--- config.mk ---
export PLATFORM = sky130hd
export DESIGN_NAME = uart_rx_sampler
export DESIGN_NICKNAME = d
export VERILOG_FILES = /design/src/rtl/uart_rx_sampler_pkg.sv /design/src/rtl/uart_baud_counter.sv /design/src/rtl/uart_rx_sampler.sv
export SDC_FILE = /design/constraint.sdc
export NUM_CORES = 1
export LEC_CHECK = 0
export ABC_AREA = 1
export BUFFER_PORTS_ARGS = -buffer_cell sky130_fd_sc_hd__buf_4
export CAP_MARGIN = 10
export CORE_UTILIZATION = 58
export DETAILED_ROUTE_END_ITERATION = 10
export GPL_TIMING_DRIVEN = 0
export HOLD_SLACK_MARGIN = 0.02
export PLACE_DENSITY = 0.88
export SLEW_MARGIN = 10
export SYNTH_ARGS = -nofsm -noshare
export SYNTH_HDL_FRONTEND = slang
export SYNTH_HIERARCHICAL = 1
export SYNTH_SLANG_ARGS = --single-unit
--- constraint.sdc ---
create_clock -name clk_25mhz -period 2.5 [get_ports clk_25mhz]
set_input_delay 0.625 -clock clk_25mhz [delete_from_list [all_inputs] [get_ports clk_25mhz]]
set_output_delay 0.625 -clock clk_25mhz [all_outputs]
set_load 0.03 [all_outputs]
--- src/rtl/uart_rx_sampler_pkg.sv ---
// Shared UART definitions: receiver FSM states, parity mode codes and the
// bit-timing formulas used by both the RX front end and the future TX block.
//
// Contents:
//   rx_state_e     receiver FSM state encoding
//   PARITY_*       parity mode codes for the PARITY parameter
//   clks_per_bit() system clocks per serial bit (integer divide)
//   mid_point()    counter value at the middle of a bit
//   majority3()    2-of-3 vote
package uart_rx_sampler_pkg;

    typedef enum logic [2:0] {
        ST_IDLE,
        ST_START,
        ST_DATA,
        ST_PARITY,
        ST_STOP
    } rx_state_e;

    localparam int PARITY_NONE = 0;
    localparam int PARITY_EVEN = 1;
    localparam int PARITY_ODD  = 2;

    function automatic int clks_per_bit(input int clk_freq, input int baud_rate);
        return clk_freq / baud_rate;
    endfunction

    function automatic int mid_point(input int cpb);
        return cpb / 2;
    endfunction

    function automatic logic majority3(input logic a, input logic b, input logic c);
        return (a & b) | (a & c) | (b & c);
    endfunction

endpackage

--- src/rtl/uart_baud_counter.sv ---
// Bit-period counter with restart, shared by the UART RX and TX paths.
// Counts 0..CLKS_PER_BIT-1 while enabled and sits at 0 while disabled.
//
// Ports:
//   clk         system clock
//   rst_n       asynchronous active-low reset
//   enable      count while high, hold at 0 while low
//   restart     force the count back to 0 (start-edge alignment)
//   vote_early  count == MID-1  (first vote sample)
//   vote_mid    count == MID    (second vote sample)
//   vote_late   count == MID+1  (third sample and vote decision)
//   bit_end     count == CLKS_PER_BIT-1
module uart_baud_counter
    import uart_rx_sampler_pkg::*;
#(
    parameter int CLKS_PER_BIT = 217
) (
    input  logic clk,
    input  logic rst_n,
    input  logic enable,
    input  logic restart,
    output logic vote_early,
    output logic vote_mid,
    output logic vote_late,
    output logic bit_end
);

    localparam int MID = mid_point(CLKS_PER_BIT);
    localparam int CW  = $clog2(CLKS_PER_BIT);

    logic [CW-1:0] cnt;

    // NOTE: state registers use non-blocking assignments so every flop samples
    // pre-edge values regardless of process evaluation order.
    always_ff @(posedge clk or negedge rst_n) begin
        if (!rst_n) begin
            cnt <= '0;
        end else if (restart || !enable) begin
            cnt <= '0;
        end else if (cnt == CW'(CLKS_PER_BIT - 1)) begin
            cnt <= '0;
        end else begin
            cnt <= cnt + 1'b1;
        end
    end

    assign vote_early = enable && (cnt == CW'(MID - 1));
    assign vote_mid   = enable && (cnt == CW'(MID));
    assign vote_late  = enable && (cnt == CW'(MID + 1));
    assign bit_end    = enable && (cnt == CW'(CLKS_PER_BIT - 1));

endmodule

--- src/rtl/uart_rx_sampler.sv ---
// UART receive front end: synchronises the serial line, detects start edges,
// majority-votes every bit at mid-bit, assembles DATA_BITS frames with
// optional parity and 1/2 stop bits and hands bytes out over valid/ready.
//
// Ports:
//   clk_25mhz    system clock
//   reset_n      asynchronous active-low reset
//   rx_data      serial line, idle high, asynchronous
//   rx_byte      received payload, stable while rx_valid
//   rx_valid     payload available
//   rx_ready     consumer accepts on rx_valid && rx_ready
//   sample_tick  1-cycle pulse per mid-bit vote decision
//   last_bits    voted-bit history, newest in [0]
//   frame_err    1-cycle pulse: stop bit voted 0
//   parity_err   1-cycle pulse: parity mismatch
//   overrun_err  1-cycle pulse: good frame arrived while rx_valid still held
module uart_rx_sampler
    import uart_rx_sampler_pkg::*;
#(
    parameter int CLK_FREQ  = 25_000_000,
    parameter int BAUD_RATE = 115_200,
    parameter int DATA_BITS = 8,
    parameter int PARITY    = PARITY_NONE,
    parameter int STOP_BITS = 1,
    parameter int HIST_BITS = 4
) (
    input  logic                 clk_25mhz,
    input  logic                 reset_n,
    input  logic                 rx_data,
    output logic [DATA_BITS-1:0] rx_byte,
    output logic                 rx_valid,
    input  logic                 rx_ready,
    output logic                 sample_tick,
    output logic [HIST_BITS-1:0] last_bits,
    output logic                 frame_err,
    output logic                 parity_err,
    output logic                 overrun_err
);

    localparam int CPB = clks_per_bit(CLK_FREQ, BAUD_RATE);

    rx_state_e            state, state_next;
    logic                 sync1, sync2, sync3;
    logic                 fall;
    logic                 smp_early, smp_mid;
    logic                 voted;
    logic                 vote_early, vote_mid, vote_late, bit_end;
    logic                 last_data, last_stop;
    logic [3:0]           bit_cnt;
    logic [DATA_BITS-1:0] shift_reg;
    logic                 parity_bad, stop_bad;

    // sync1/sync2 are the metastability pair; sync3 only delays sync2 for edge detect.
    always_ff @(posedge clk_25mhz or negedge reset_n) begin
        if (!reset_n) begin
            sync1 <= 1'b1;
            sync2 <= 1'b1;
            sync3 <= 1'b1;
        end else begin
            sync1 <= rx_data;
            sync2 <= sync1;
            sync3 <= sync2;
        end
    end

    assign fall = sync3 & ~sync2;

    uart_baud_counter #(
        .CLKS_PER_BIT(CPB)
    ) u_baud (
        .clk        (clk_25mhz),
        .rst_n      (reset_n),
        .enable     (state != ST_IDLE),
        .restart    ((state == ST_IDLE) && fall),
        .vote_early (vote_early),
        .vote_mid   (vote_mid),
        .vote_late  (vote_late),
        .bit_end    (bit_end)
    );

    // The receiver leaves the stop bit at mid-bit, so a full bit boundary can
    // only be seen while a frame is in progress.
    a_bit_end_in_frame: assert property (
        @(posedge clk_25mhz) disable iff (!reset_n) bit_end |-> (state != ST_IDLE)
    );

    // The third sample is taken live from sync2 on the decision cycle.
    assign voted     = majority3(smp_early, smp_mid, sync2);
    assign last_data = (bit_cnt == 4'(DATA_BITS - 1));
    assign last_stop = (state == ST_STOP) && vote_late && (bit_cnt == 4'(STOP_BITS - 1));

    always_ff @(posedge clk_25mhz or negedge reset_n) begin
        if (!reset_n) state <= ST_IDLE;
        else          state <= state_next;
    end

    // NOTE: next state is defaulted first so no path through the case leaves
    // it unassigned and infers a latch.
    always_comb begin
        state_next = state;
        unique case (state)
            ST_IDLE:   if (fall) state_next = ST_START;
            ST_START:  if (vote_late) state_next = voted ? ST_IDLE : ST_DATA;
            ST_DATA:   if (vote_late && last_data)
                           state_next = (PARITY != PARITY_NONE) ? ST_PARITY : ST_STOP;
            ST_PARITY: if (vote_late) state_next = ST_STOP;
            ST_STOP:   if (last_stop) state_next = ST_IDLE;
            default:   state_next = ST_IDLE;
        endcase
    end

    // Frame assembly: vote samples, data shift register, parity and stop status.
    always_ff @(posedge clk_25mhz or negedge reset_n) begin
        if (!reset_n) begin
            smp_early  <= 1'b1;
            smp_mid    <= 1'b1;
            bit_cnt    <= '0;
            shift_reg  <= '0;
            parity_bad <= 1'b0;
            stop_bad   <= 1'b0;
        end else begin
            if (vote_early) smp_early <= sync2;
            if (vote_mid)   smp_mid   <= sync2;
            if (state == ST_IDLE) begin
                bit_cnt    <= '0;
                parity_bad <= 1'b0;
                stop_bad   <= 1'b0;
            end else if (vote_late) begin
                unique case (state)
                    ST_DATA: begin
                        // LSB arrives first, so shift right from the top.
                        shift_reg <= {voted, shift_reg[DATA_BITS-1:1]};
                        bit_cnt   <= last_data ? 4'd0 : bit_cnt + 4'd1;
                    end
                    ST_PARITY: parity_bad <= ((^shift_reg) ^ voted) != (PARITY == PARITY_ODD);
                    ST_STOP: begin
                        stop_bad <= stop_bad | ~voted;
                        bit_cnt  <= bit_cnt + 4'd1;
                    end
                    default: ;
                endcase
            end
        end
    end

    // Output side: debug history, pulses and the valid/ready holding register.
    always_ff @(posedge clk_25mhz or negedge reset_n) begin
        if (!reset_n) begin
            sample_tick <= 1'b0;
            last_bits   <= '1;
            frame_err   <= 1'b0;
            parity_err  <= 1'b0;
            overrun_err <= 1'b0;
            rx_byte     <= '0;
            rx_valid    <= 1'b0;
        end else begin
            sample_tick <= vote_late;
            frame_err   <= 1'b0;
            parity_err  <= 1'b0;
            overrun_err <= 1'b0;
            if (vote_late) begin
                for (int i = HIST_BITS - 1; i > 0; i--) last_bits[i] <= last_bits[i-1];
                last_bits[0] <= voted;
            end
            if (rx_valid && rx_ready) rx_valid <= 1'b0;
            if (last_stop) begin
                if (stop_bad | ~voted) begin
                    frame_err <= 1'b1;
                end else if (parity_bad) begin
                    parity_err <= 1'b1;
                end else if (rx_valid && !rx_ready) begin
                    overrun_err <= 1'b1;
                end else begin
                    // A same-cycle handshake frees the register, so the new
                    // byte replaces the old one and rx_valid stays high.
                    rx_byte  <= shift_reg;
                    rx_valid <= 1'b1;
                end
            end
        end
    end

endmodule
==> key figures, run 1 <==
Global route
  • Global-route wire length before repair: roughly 7200 µm
  • Initial antenna violation count: 0
  • M3 GR Usage: 0.0493
  • Total GRT Usage: 0.224
  • Congestion Overflow GR: 0
  • GR Util met2: 0.404
  • Pin count of the biggest net entering global routing: between 40 and 50
  • M1 GR Usage: 0.251
  • Layer with the highest usage: met2
  • Vias in the first global route: around 1,700

Yosys
  • Syn Nets: 280
  • Syn Inst Count: roughly 270
  • Cell area after synthesis: around 2300 µm²
  • Syn Area/Cell: approximately 8.4 µm²
  • Yosys warnings: 6

Placement
  • I/O Buffers: 20
  • Final GP Congestion: a little over 0.8
  • Placed cell count: about 340
  • Post-DP HPWL: between 2000 and 3000 µm

Setup path
  • CP Launch Type: register
  • Slowest CP cell: dfrtp_2
  • Top delay family on crit path: simple AND/OR/NAND/NOR gates
  • Required time worst endpoint: ~2.7 ns
  • CP peak stage delay: ~0.44 ns
  • Crit path from: state[1]
  • Crit-path cells: nor2_4 > inv_1 > nor2_1 > inv_2 > nand3_1 > nor3b_2 > buf_4 > nand2_1 > nand2_2 > nand2_1 > nand2_1 > nor3b_2
  • Critical path fanouts, max: 8
  • CP arrival: around 2.5 ns
  • Worst reg2reg path startpoint: state[1]
  • Top cell by count, worst path: nand2_1
  • Crit Path Category: register to register
  • CP bufs+invs: 3
  • Crit. End Element: register

Power
  • Leak Pwr: 0.00133 µW
  • VDD IR max: around 0.44 mV
  • P per Cell Area: roughly 760 nW/µm²
  • Total Power: roughly 2000 µW

Clock tree
  • Root buffer cell: clkbuf_8
  • Reg clk slew, reported paths: roughly 0.09 ns
  • TritonCTS buffer count: 5
  • H-tree Lvls: 2
  • CTS max path bufs: 2
  • CTS tree: built
  • Clock Sinks: 47
  • Latest clock arrival within the worst-skew pair: 0.30 ns

Route
  • Drt drc: 0
  • Vias per cell: roughly 5.1
  • Via Count: 1,783
  • DR iter-0 viols: 116
  • Routed WL: 4180 µm
  • Post-DRT Antenna Nets: 0
  • DRT Pass-1 Iters: 4
  • Wire per inst: around 12 µm

Die
  • Die area: between 4000 and 5000 µm²
  • Core area: about 3700 µm²
  • # rows: 22
  • IO Count: 21
  • Initial Utilization: 0.614
  • Die height: 64.7 µm
  • Die width: around 65 µm

Final layout
  • # fillers: about 290
  • Non-filler instance count after layout: 350
  • Antenna Cells: 0
  • Share of cells above drive strength 1: 0.209
  • Fin nets: 310
  • Post-layout util: 0.709
  • Area grow syn2layout: 15.5%

STA
  • Worst slew margin: 0.469
  • Setup Viol. Count Final: 0
  • Min Tclk post-route: 2.30 ns
  • Fmax: ~430 MHz
  • Tightest Pin Transition: 0.793 ns
  • Final hold vios: 0
  • Max-slew violations: 0
  • Fin Clk Skew: 0.00844 ns
  • Fin crit share: 0.921

Flow run
  • Maxcap violations: 0

Hold path
  • Hold Path Class: input port to asynchronous set/reset pin

Status
  • Status: finished, final reports clean
[worst reg2reg max path, cell delays in order, from the launching register on]
cell,delay (ns)
dfrtp_2,0.44
nor2_4,0.15
inv_1,0.08
nor2_1,0.34
inv_2,0.13
nand3_1,0.14
nor3b_2,0.07
buf_4,0.16
nand2_1,0.22
nand2_2,0.16
nand2_1,0.12
nand2_1,0.05
nor3b_2,0.14
[where the power goes]
part / internal, µW / leakage [µW] / switching, µW / total (µW)
clock network: 297 / 0.0000581 / 247 / 544
logic: 196 / 0.000660 / 360 / 555
registers: 839 / 0.000613 / 72.3 / 911
total: 1330 / 0.00133 / 679 / 2010
[metrics by stage]
| step | setup WS, ns | hold slack, ns | setup TNS, ns | cell area, µm² |
|---|---|---|---|---|
| floorplan | 0.414 | 0.329 | 0 | 2280 |
| global placement | -0.0296 | 0.346 | -0.157 | 2490 |
| detailed placement | -0.0767 | 0.350 | -0.520 | 2490 |
| CTS | 0.00809 | 0.332 | 0 | 2610 |
| global route | -0.00247 | 0.360 | -0.00247 | 2640 |
| finish | 0.197 | 0.306 | 0 | 2640 |
[final cells by class]
type,count,area [µm²],share of cell area
Clock buffer,5,68.8,0.0261
Tap cell,48,60.1,0.0228
Timing Repair Buffer,23,173,0.0655
Inverter,35,131,0.0499
Sequential cell,47,1190,0.451
Buffer,4,31.3,0.0119
Multi-Input combinational cell,185,938,0.356
Clock inverter,3,43.8,0.0166
[what timing repair did]
| action | 4_1_cts | 5_1_grt |
|---|---|---|
| endpoints found under the setup margin | 8 | 16 |
| cloned | 0 | 0 |
| pin swaps | 0 | 1 |
| setup buffers | 0 | 3 |
| hold buffers | 0 | 0 |
| resized for setup | 1 | 4 |
[path summary, 6_finish.rpt]
kind / depth (start not counted) / end / slack (ns)
max: 12 / bit_cnt[3] / 0.20
min: 1 / rx_byte[5] / 0.31
max reg2reg: 12 / bit_cnt[3] / 0.20
min reg2reg: 0 / sync2 / 0.36
max in group asynchronous: 1 / state[1] / 1.77
min in group clk_25mhz: 0 / sync2 / 0.36
[placed cells by master, fill, tap and decap left out, drive strengths merged, types with 2 or more instances in the layout]
cell type  instances
xnor2              3
clkbuf             5
nand2             80
clkinv             2
o21ai             27
ha                 5
inv               35
nand3             15
nand4              2
nor2              30
nor3               5
o21bai             2
xor2               4
nor3b              2
a21oi              8
dfrtp             38
buf               27
dfstp              9
[layer usage]
| metal | part of all wire | vias up |
|---|---|---|
| met4 | 0.015 | 0 |
| met5 | 0 | - |
| li1 | - | 915 |
| met1 | 0.43 | 821 |
| met2 | 0.52 | 40 |
| met3 | 0.034 | 7 |
No activity file was read; power rests on OpenSTA's default activity.
==> inputs of run 2 (changes only) <==
--- a/config.mk
+++ b/config.mk
@@ -5,7 +5,7 @@
 export SDC_FILE = /design/constraint.sdc
 export NUM_CORES = 1
 export LEC_CHECK = 0
-export ABC_AREA = 1
+export ABC_AREA = 0
 export BUFFER_PORTS_ARGS = -buffer_cell sky130_fd_sc_hd__buf_4
 export CAP_MARGIN = 10
 export CORE_UTILIZATION = 58
@@ -16,5 +16,4 @@
 export SLEW_MARGIN = 10
 export SYNTH_ARGS = -nofsm -noshare
 export SYNTH_HDL_FRONTEND = slang
-export SYNTH_HIERARCHICAL = 1
 export SYNTH_SLANG_ARGS = --single-unit
==> run 2 against run 1 <==
- cell area down 4.5%
- sequential share of layout area up 2.1 points
- synthesized area down 3.0%
- critical path type unchanged
- largest cell class unchanged
==> key figures, run 2 <==
Status
  • Status: finished, final reports clean (unchanged)

STA
  • Worst slew margin: 0.530 (was 0.469)
  • Setup Viol. Count Final: 0 (unchanged)
  • Fin Clk Skew: 0.0109 ns (was 0.00844 ns)
  • Fmax: 461 MHz (was 434 MHz)
  • RSZ-0062 raised after global routing: no
  • Min Tclk post-route: 2.17 ns (was 2.30 ns)
  • Tightest Pin Transition: 0.698 ns (was 0.793 ns)
  • Fin crit share: 0.868 (was 0.921)
  • Max-slew violations: 0 (unchanged)
  • Final hold vios: 0 (unchanged)
  • Setup TNS: 0 ns (unchanged)
  • Final WS setup: 0.330 ns (was 0.197 ns)

Final layout
  • Area grow syn2layout: 13.7% (was 15.5%)
  • Most frequent cells in the layout: dfrtp_1 (38), nor2_1 (23), buf_4 (20), mux2_2 (12) (was nand2_1 (75), dfrtp_1 (37), inv_1 (33), nor2_1 (26), buf_4 (25))
  • # fillers: 266 (was 293)
  • Final instance area: 2520 µm² (was 2640 µm²)
  • Share of cells above drive strength 1: 0.288 (was 0.209)
  • Register Area: 1190 µm² (about the same)
  • Most common cell after layout, fill and taps aside: dfrtp_1 (was nand2_1)
  • Footprint of the multi-input gates: 968 µm² (was 938 µm²)
  • Antenna Cells: 0 (unchanged)
  • Fin nets: 227 (was 310)
  • Non-filler instance count after layout: 267 (was 350)

Setup path
  • Slowest CP cell: dfrtp_1 (was dfrtp_2)
  • Crit Path Category: register to register (unchanged)
  • Required time worst endpoint: 2.68 ns (was 2.69 ns)
  • Crit. End Element: register (unchanged)
  • CP arrival: 2.35 ns (was 2.50 ns)
  • Critical path fanouts, max: 10 (was 8)
  • CP bufs+invs: 3 (unchanged)
  • Top cell by count, worst path: buf_6 (was nand2_1)
  • Top delay family on crit path: simple AND/OR/NAND/NOR gates (unchanged)
  • Crit-path cells: inv_1 > ha_1 > nand3_1 > or2_1 > buf_6 > or3_1 > buf_6 > mux2_4 (was nor2_4 > inv_1 > nor2_1 > inv_2 > nand3_1 > nor3b_2 > buf_4 > nand2_1 > nand2_2 > nand2_1 > nand2_1 > nor3b_2)
  • CP Launch Type: register (unchanged)
  • CP peak stage delay: 0.40 ns (was 0.44 ns)

Die
  • # rows: 22 (unchanged)
  • Initial Utilization: 0.604 (was 0.614)
  • Die width: 63.8 µm (was 64.7 µm)
  • Core area: 3660 µm² (was 3720 µm²)
  • Die area: 4060 µm² (was 4190 µm²)
  • Die height: 63.8 µm (was 64.7 µm)
  • IO Count: 21 (unchanged)

Placement
  • Final GP Congestion: 0.842 (was 0.819)
  • I/O Buffers: 20 (unchanged)
  • Post-DP HPWL: 2840 µm (was 2870 µm)
  • Placed cell area: 2420 µm² (was 2490 µm²)
  • Post-place setup slack: 0.357 ns (was -0.0767 ns)
  • Placed cell count: 259 (was 339)

Yosys
  • Syn Area/Cell: 11.6 µm² (was 8.42 µm²)
  • Share of the synthesized area in the top cell type: 0.430
  • Ys flop type: dfrtp_1
  • Register area share after synthesis: 0.537
  • Cell area after synthesis: 2210 µm² (was 2280 µm²)
  • Most common cell in the netlist: dfrtp_1
  • Synth async-reset ratio: 1.00
  • Synth area leaders: dfrtp_1 (43%), dfstp_2 (11%), mux2_2 (6.1%)
  • Syn Nets: 200 (was 280)
  • Cell accounting for the most synthesized area: dfrtp_1
  • Syn Inst Count: 191 (was 271)
  • Post-synth EDFFs: 0
  • Yosys warnings: 0 (was 6)
  • Commonest cells post-synth: dfrtp_1 (38), nor2_1 (23), mux2_2 (12)
  • Unique masters post-synth: 40
  • Synth Register Bits: between 40 and 50

Clock tree
  • Clock Sinks: 47 (unchanged)
  • Reg clk slew, reported paths: 0.09 ns (about the same)
  • Root buffer cell: clkbuf_8 (unchanged)
  • Latest clock arrival within the worst-skew pair: 0.31 ns (was 0.30 ns)
  • CTS max path bufs: 2 (unchanged)
  • CTS tree: built (unchanged)
  • H-tree Lvls: 2 (unchanged)
  • Post_cts resized: 0 (was 1)
  • Post-CTS Setup Bufs: 0 (unchanged)
  • # hold bufs at CTS: 0 (unchanged)
  • TritonCTS buffer count: 5 (unchanged)

Power
  • Total Power: 1500 µW (was 2010 µW)
  • Leak Pwr: 0.00119 µW (was 0.00133 µW)
  • VDD IR max: 0.518 mV (was 0.435 mV)
  • P per Cell Area: 598 nW/µm² (was 763 nW/µm²)

Route
  • Drt drc: 0 (unchanged)
  • Metal-1 WL: 1820 µm (was 1800 µm)
  • Met3 wire length: 135 µm (was 144 µm)
  • Metal2 WL: 2080 µm (was 2170 µm)
  • Uppermost routed layer: met4 (unchanged)
  • Via Count: 1,509 (was 1,783)
  • Routed WL: 4090 µm (was 4180 µm)
  • DR iter-0 viols: 49 (was 116)
  • DRT Pass-1 Iters: 4 (unchanged)
  • Vias per cell: 5.65 (was 5.09)
  • Wire per inst: 15.3 µm (was 11.9 µm)
  • Post-DRT Antenna Nets: 0 (unchanged)

Flow run
  • Maxcap violations: 0 (unchanged)

Global route
  • Congestion Overflow GR: 0 (unchanged)
  • Vias in the first global route: 1,533 (was 1,716)
  • Initial antenna violation count: 0 (unchanged)
  • Total GRT Usage: 0.222 (was 0.224)
  • Pin count of the biggest net entering global routing: 48 (unchanged)
  • Global-route wire length before repair: 6780 µm (was 7180 µm)

Hold path
  • Hold Path Class: input port to asynchronous set/reset pin (unchanged)
==> run 2: layout make-up <==
class	count	area share
buffer	5	0.0134
timing repair buffer	20	0.0597
multi-input combinational	131	0.385
sequential	47	0.472
clock inverter	2	0.00547
inverter	8	0.0119
tap	48	0.0239
clock buffer	6	0.0288
==> run 2: worst register-to-register path, stage by stage (launching register included) <==
cell and delay, ns:
dfrtp_1 0.40, inv_1 0.10, ha_1 0.17, nand3_1 0.15
or2_1 0.26, buf_6 0.15, or3_1 0.37, buf_6 0.17
mux2_4 0.30
==> run 2: cell families after synthesis <==
| kind of cell | after synthesis | share of synthesized area |
|---|---|---|
| AO/OA/AOI/OAI | 27 | 0.0747 |
| adder cells (fa/ha/maj) | 7 | 0.0373 |
| buffers and inverters | 13 | 0.0288 |
| multiplexers | 20 | 0.115 |
| AND/OR/NAND/NOR | 64 | 0.156 |
| flip-flops | 47 | 0.537 |
| XOR/XNOR | 13 | 0.0515 |
==> run 2: stage by stage <==
step	hold slack [ns]	util
3_3_place_gp	0.347	0.662
4_1_cts	0.324	0.685
3_5_place_dp	0.348	0.662
6_report	0.305	0.687
2_1_floorplan	0.329	-
5_1_grt	0.354	0.687
==> run 2: report_power, final <==
| group | switching [µW] | internal [µW] | total, µW |
|---|---|---|---|
| Clock | 251 | 197 | 449 |
| Combinational | 112 | 77.6 | 190 |
| Sequential | 61.2 | 805 | 866 |
==> run 2: per-layer routing <==
metal | track usage | vias to the layer above
li1 | - | 716
met1 | 0.259 | 754
met2 | 0.388 | 33
met3 | 0.0571 | 6
met4 | 0.0881 | 0
met5 | 0 | -
==> run 2: final timing paths <==
path                               start      endpoint  slack, ns  cells past startpoint
min in group clk_25mhz             sync1         sync2       0.36                      0
max in group asynchronous        reset_n       smp_mid       1.80                      1
hold / removal                   reset_n    rx_byte[3]       0.31                      1
hold reg to reg                    sync1         sync2       0.36                      0
setup / recovery           u_baud.cnt[1]  shift_reg[6]       0.33                      8
setup reg to reg           u_baud.cnt[1]  shift_reg[6]       0.33                      8
